**config.mk**
```make
export PLATFORM = sky130hd
export DESIGN_NAME = scan_decoder
export DESIGN_NICKNAME = d
export VERILOG_FILES = /design/src/rtl/scan_decoder.sv
export SDC_FILE = /design/constraint.sdc
export NUM_CORES = 1
export LEC_CHECK = 0
export ABC_AREA = 0
export CORE_MARGIN = 2
export CORE_UTILIZATION = 43
export DETAILED_ROUTE_END_ITERATION = 12
export PLACE_DENSITY = 0.75
export SLEW_MARGIN = 5
export SYNTH_ARGS = -nofsm -noshare
export SYNTH_HDL_FRONTEND = slang
export SYNTH_SLANG_ARGS = --single-unit
```
**constraint.sdc**
```tcl
create_clock -name clk -period 1.9 [get_ports clk]
set_input_delay 0.57 -clock clk [delete_from_list [all_inputs] [get_ports clk]]
set_output_delay 0.57 -clock clk [all_outputs]
set_load 0.05 [all_outputs]
```
**src/rtl/scan_decoder.sv**
```systemverilog
// One-hot decoder whose index is either held or auto-scanned; SCAN_DECODER_PRESCALE_EN builds a DIV-cycle step prescaler.
// Latency: load and mode changes show on d/idx one edge later; scan steps every DIV cycles (every cycle without the prescaler).
// Backpressure: none, the outputs are free-running registers and load is a single-cycle strobe.
module scan_decoder #(
    parameter int N   = 3,
    parameter int DIV = 4
) (
    input  logic              clk,
    input  logic              rst,
    input  logic              en,
    input  logic              mode,
    input  logic              load,
    input  logic [N-1:0]      a,
    output logic [(1<<N)-1:0] d,
    output logic [N-1:0]      idx,
    output logic              wrap
);

    localparam int M = 1 << N;

    if (N < 1 || N > 6) begin : g_bad_n
        $error("scan_decoder: N must be in 1..6");
    end
    if (DIV < 1 || DIV > 65535) begin : g_bad_div
        $error("scan_decoder: DIV must be in 1..65535");
    end

    typedef enum logic [1:0] {
        ST_IDLE = 2'd0,
        ST_HOLD = 2'd1,
        ST_SCAN = 2'd2
    } state_t;

    state_t         state_q, state_d;
    logic [N-1:0]   idx_q, idx_d;
    logic [M-1:0]   d_q, d_d;
    logic           wrap_q, wrap_d;
    logic           scan_stay;
    logic           step;

    always_ff @(posedge clk or posedge rst) begin
        if (rst) begin
            state_q <= ST_IDLE;
        end else begin
            state_q <= state_d;
        end
    end

    always_comb begin
        state_d = state_q;
        case (state_q)
            ST_IDLE: begin
                if (en) state_d = mode ? ST_SCAN : ST_HOLD;
            end
            ST_HOLD: begin
                if (!en)      state_d = ST_IDLE;
                else if (mode) state_d = ST_SCAN;
            end
            ST_SCAN: begin
                if (!en)       state_d = ST_IDLE;
                else if (!mode) state_d = ST_HOLD;
            end
            default: state_d = ST_IDLE;
        endcase
    end

    // Stepping only happens while SCAN is kept; entering or leaving SCAN never steps.
    assign scan_stay = (state_q == ST_SCAN) && (state_d == ST_SCAN);

`ifdef SCAN_DECODER_PRESCALE_EN
    localparam int             PW       = (DIV > 1) ? $clog2(DIV) : 1;
    localparam logic [PW-1:0]  PRE_LAST = PW'(DIV - 1);

    logic [PW-1:0] pre_q, pre_d;

    // Any cycle that is not a continued scan (entry, load, hold, idle) restarts the count.
    always_comb begin
        pre_d = '0;
        if (scan_stay && !load) begin
            pre_d = (pre_q == PRE_LAST) ? '0 : pre_q + PW'(1);
        end
    end

    always_ff @(posedge clk or posedge rst) begin
        if (rst) begin
            pre_q <= '0;
        end else begin
            pre_q <= pre_d;
        end
    end

    assign step = scan_stay && !load && (pre_q == PRE_LAST);
`else
    assign step = scan_stay && !load;
`endif

    // Load wins over a coincident step and suppresses the wrap pulse.
    always_comb begin
        idx_d  = idx_q;
        wrap_d = 1'b0;
        if (en && load) begin
            idx_d = a;
        end else if (step) begin
            idx_d  = idx_q + N'(1);
            wrap_d = (idx_q == {N{1'b1}});
        end
        d_d = (state_d == ST_IDLE) ? '0 : (M'(1) << idx_d);
    end

    always_ff @(posedge clk or posedge rst) begin
        if (rst) begin
            idx_q  <= '0;
            d_q    <= '0;
            wrap_q <= 1'b0;
        end else begin
            idx_q  <= idx_d;
            d_q    <= d_d;
            wrap_q <= wrap_d;
        end
    end

    assign d    = d_q;
    assign idx  = idx_q;
    assign wrap = wrap_q;

    a_idle_dark: assert property (@(posedge clk) disable iff (rst)
        (state_q == ST_IDLE) |-> (d_q == '0));
    a_active_onehot: assert property (@(posedge clk) disable iff (rst)
        (state_q != ST_IDLE) |-> (d_q == (M'(1) << idx_q)));
    a_wrap_at_zero: assert property (@(posedge clk) disable iff (rst)
        wrap_q |-> ((idx_q == '0) && (state_q == ST_SCAN)));

endmodule

```
==> Word level (Yosys, flattened, before mapping) <==
Index checks and enable logic that the tools add are counted.
Widths: inputs -> output; s select.
{ "word_totals": {"reg_bits": 14, "inputBits": 8} }
{ "classes": {"n_addsub": 1, "n_shift": 1, "muxes": 12, "n_reduce_logical": 6, "n_eq_ne": 4} }
{ "ops": {"columns": ["op", "count"], "rows": [
  ["$mux 2", 6],
  ["$mux 8", 1],
  ["$shl 1x3->8 const A", 1],
  ["$mux 3", 2],
  ["$pmux 2 s3", 1],
  ["$eq 2x2->1 const B", 2],
  ["$logic_not 2->1", 2],
  ["$add 3x1->3 const B", 1],
  ["$eq 3x3->1 const B", 1],
  ["$logic_and 1x1->1", 3],
  ["$eq 2x1->1 const B", 1],
  ["$mux 1", 2],
  ["$logic_not 1->1", 1]
]} }

==> Depth between registers and ports, before layout <==
{ "logic_depth": {"depth_word": 10, "depth_mapped": 5} }

==> Least setup slack after synthesis <==
OpenSTA, ideal clock, no wires.
{ "synth_timing": {"kind": "flip-flop to flip-flop", "startpoint": "reg idx_q[0] (netlist: idx[0])", "endpoint": "reg d_q[1] (netlist: d[1])", "stages_incl_launch_ff": 6, "synth_period_minus_slack_ps": 1861, "slack_ps": 39, "setup_ps": 86, "arrival_time_ps": 1775, "path_cell_list": "dfrtp_1 ha_1 ha_1 and3_4 or3_4 nor3_1"} }
{ "synth_via": {"elab_chain_cells": 5} }
{ "synth_rtl": {"columns": ["item", "line_no", "text"], "rows": [
  ["start, declared", "35", "logic [N-1:0] idx_q, idx_d;"],
  ["start signal, assigned", "116", "idx_q <= idx_d;"],
  ["$add 3x1->3", "104", "idx_d = idx_q + N'(1);"],
  ["$mux 3 *", "103", "end else if (step) begin"],
  ["$mux 3 *", "101", "if (en && load) begin"],
  ["$shl 1x3->8 *", "107", "d_d = (state_d == ST_IDLE) ? '0 : (M'(1) << idx_d);"],
  ["$mux 8 *", "107", null],
  ["via d_d[1]", "36", "logic [M-1:0] d_q, d_d;"],
  ["end signal, assigned", "113", "d_q <= '0;"],
  ["end signal, assigned", "117", "d_q <= d_d;"],
  ["end, declared", "36", null]
]} }
Mark *: on every way through the listed nets, which the timed path passes. The rest lies on a longest branch.

==> Worst setup path after layout <==
{ "layout_timing": {"startpoint": "in mode", "endpoint": "reg d_q[2] (netlist: d[2])"} }
{ "layout_via": {"elab_chain_cells": 10, "word_cells_on_any_way": 15, "classes_between": "eq/ne: 1; shift: 1; mux: 10; reduce/logical: 3"} }
{ "layout_rtl": {"columns": ["item", "line_no", "text"], "rows": [
  ["start, declared", "11", "input logic mode,"],
  ["$mux 2, on equally long branches", "61, 53, 57", null],
  ["$mux 2, on equally long branches", "60, 53, 56", null],
  ["$pmux 2 s3 *", "51", "case (state_q)"],
  ["$eq 2x2->1", "68", "assign scan_stay = (state_q == ST_SCAN) && (state_d == ST_SCAN);"],
  ["$logic_and 1x1->1", "68", null],
  ["$logic_and 1x1->1", "94", "assign step = scan_stay && !load;"],
  ["$mux 3", "103", null],
  ["$mux 3", "101", null],
  ["$shl 1x3->8", "107", null],
  ["$mux 8 *", "107", null],
  ["via d_d[2]", "36", null]
]} }
Marks and branches as above.

==> results.sh <==
export IMPL_status="finished, final reports clean"
export IMPL_root_buffer="clkbuf_4"
export IMPL_wl_um=1357
export IMPL_synth_cell_type_count=22
export IMPL_first_pass_iters=4
export IMPL_syn_area_um2=621.8
export IMPL_cts_sinks=14
export IMPL_setup_viol=0
export IMPL_antennaDiodeCount=0
export IMPL_cts_buffers_inserted=3
export IMPL_syn_to_final_growth_pct=51.51
export IMPL_pin_count=20
export IMPL_synthArstFlopShare_pct=100.0
export IMPL_cp_max_fo=6
export IMPL_cp_end_kind="flop"
export IMPL_layout_nets=93
export IMPL_grt_total_usage_pct=17.74
export IMPL_crit_path_start_kind="input pin"
export IMPL_post_cts_buffers=0
export IMPL_final_util_pct=70.64
export IMPL_antenna_found_initial=0
export IMPL_clk_latency_ns=0.27
export IMPL_die_area_um2=1767
export IMPL_htree_levels=1
export IMPL_vias=507
export IMPL_gr_total_overflow=0
export IMPL_gp_congestion=0.8137
export IMPL_synth_top_cell_area_share_pct=56.34
export IMPL_hold_violations=0
export IMPL_ys_seq_elements=14
export IMPL_rows=13
export IMPL_first_iter_violations=16
export IMPL_period_minus_slack_ns=1.834
export IMPL_cts_tree="done"
export IMPL_synth_top_cells_by_count="dfrtp_1, nor3_1, nand2_1"
export IMPL_drcViolationCount=0
export IMPL_grt_pass1_wl_um=2352
export IMPL_synth_nets=59
export IMPL_drt_vias_per_instance=5.227
export IMPL_post_route_period_util_pct=96.53
export IMPL_area_sequential_um2=350.3
export IMPL_n_fill_cell=97
export IMPL_netlist_top_cells_area="dfrtp_1, o221ai_4, nor3_1"
export IMPL_synth_main_ff_cell="dfrtp_1"
export IMPL_tightest_slew_ns=0.5046
export IMPL_synth_top_family_by_area="simple AND/OR/NAND/NOR gates"
export IMPL_fin_ws_ns=0.06585
export IMPL_worst_clock_skew_ns=0.0007371
export IMPL_synth_top_cell_by_area="dfrtp_1"
export IMPL_synth_edf_count=0
export IMPL_yosys_area_share_simple_pct=22.74
export IMPL_ys_seq_area_share_pct=56.34
export IMPL_rsz0062_at_grt="no"
export IMPL_yosys_area_share_xor_xnor_pct=0
export IMPL_yosys_mux_area_fraction_pct=0
export IMPL_pre_cts_slack_ns=-0.2672
export IMPL_power_density_nw_per_um2=875.9
export IMPL_synthCells=49
export IMPL_r2r_worst_path_cells=5
export IMPL_fmax_mhz=545.2
export IMPL_drive_above_1_share_pct=45.12
export IMPL_core_area_um2=1334
export IMPL_arrival_ns=2.02
export IMPL_maxCapViolCount=0
export IMPL_drv_slew=0
export IMPL_dp_final_hpwl_um=1056
export IMPL_synth_compound_area_share_pct=14.08
export IMPL_grt_pass1_vias=519
export IMPL_dieHeight_um=42.03
export IMPL_path_clk_slew_ns=0.08
export IMPL_clock_path_buffers=2
export IMPL_ant_nets=0
export IMPL_syn_avg_cell_area_um2=12.69
export IMPL_placement_io_buffers=19
export IMPL_multi_input_area_um2=259.0
export IMPL_start_util_pct=46.62
export IMPL_slew_headroom_pct=66.32
export IMPL_grt_max_degree=15
export IMPL_ir_drop_mv=0.4428
export IMPL_p_leak_nw=0.4537
export IMPL_critPathKind="in -> reg"
export IMPL_required_ns=2.08
export IMPL_die_w_um=42.03
export IMPL_synth_adder_area_share_pct=4.024
export IMPL_ys_warnings_count=0
export IMPL_hold_class="in -> async"
export IMPL_wl_per_cell_um=13.99
export IMPL_yosysMostFrequentCell="dfrtp_1"
==> flip-flops by register name, summed over array words and instances (netlist names) <==
register / flops
d: 8
idx: 3
state_q: 2
wrap: 1
==> layer usage <==
layer | up-vias | GRT usage (%) | share of wire [%]
li1 | 243 | - | -
met1 | 241 | 23.81 | 46
met2 | 21 | 27.81 | 47
met3 | 2 | 3.879 | 5.7
met4 | 0 | 7.500 | 1.0
met5 | - | 0 | 0
==> critical path, cell delays in order <==
cell	delay, ns
clkdlybuf4s50_1	0.41
and3b_2	0.26
and3_4	0.19
or3_4	0.39
nor3_1	0.19
==> layout make-up <==
cell class / count / share of cell area, %
clock buffers: 4 / 3.851
inverters: 4 / 1.859
multi-input cells: 31 / 27.49
flip-flops and latches: 14 / 37.18
repair buffers: 29 / 27.62
well taps: 15 / 1.992
==> placed cells by master (no fill, tap or decap), drive strengths merged, types with 2 or more instances in the layout <==
master         Yosys  final
o221ai             2      2
ha                 2      2
inv                4      4
and3               2      2
or3                2      2
buf                0     22
nand2              3      3
dfrtp             14     14
clkdlybuf4s50      0      7
nor3               9      9
nand3              2      2
clkbuf             0      4
nor2b              2      2
==> timing repair <==
action                                  4_1_cts  5_1_grt
resized for setup                             0        1
hold buffers                                  0        0
endpoints found under the setup margin        0        4
==> path summary, 6_finish.rpt <==
path / slack [ns] / startpoint / to
worst min-delay path: 0.62 / rst / state_q[0]
worst max register to register: 0.20 / idx[0] / d[2]
worst min register to register: 0.71 / state_q[0] / d[0]
max in group asynchronous: 0.94 / rst / d[4]
min in group clk: 0.71 / state_q[0] / d[0]
worst max-delay path: 0.07 / mode / d[2]
==> power breakdown <==
part,internal [mW],switching [mW]
Sequential,0.321,0.0104
Clock,0.116,0.0947
Combinational,0.120,0.163
==> kinds of logic after synthesis <==
family,Yosys count
and+or+nand+nor,23
DFF,14
AOI/OAI and AO/OA,6
buffers and inverters,4
adders and majority gates,2
==> metrics by stage <==
step	instances	cell area, um^2	setup TNS, ns	hold WS, ns	power, mW
2_1_floorplan	49	621.8	0	0.4592	0.4914
3_3_place_gp	93	900.9	-1.299	0.6879	0.6126
3_5_place_dp	93	900.9	-1.772	0.6952	0.6172
4_1_cts	97	937.1	0	0.6384	0.8290
5_1_grt	97	942.2	0	0.6559	0.8660
6_report	97	942.2	0	0.6214	0.8252
No activity file was read; power rests on OpenSTA's default activity.
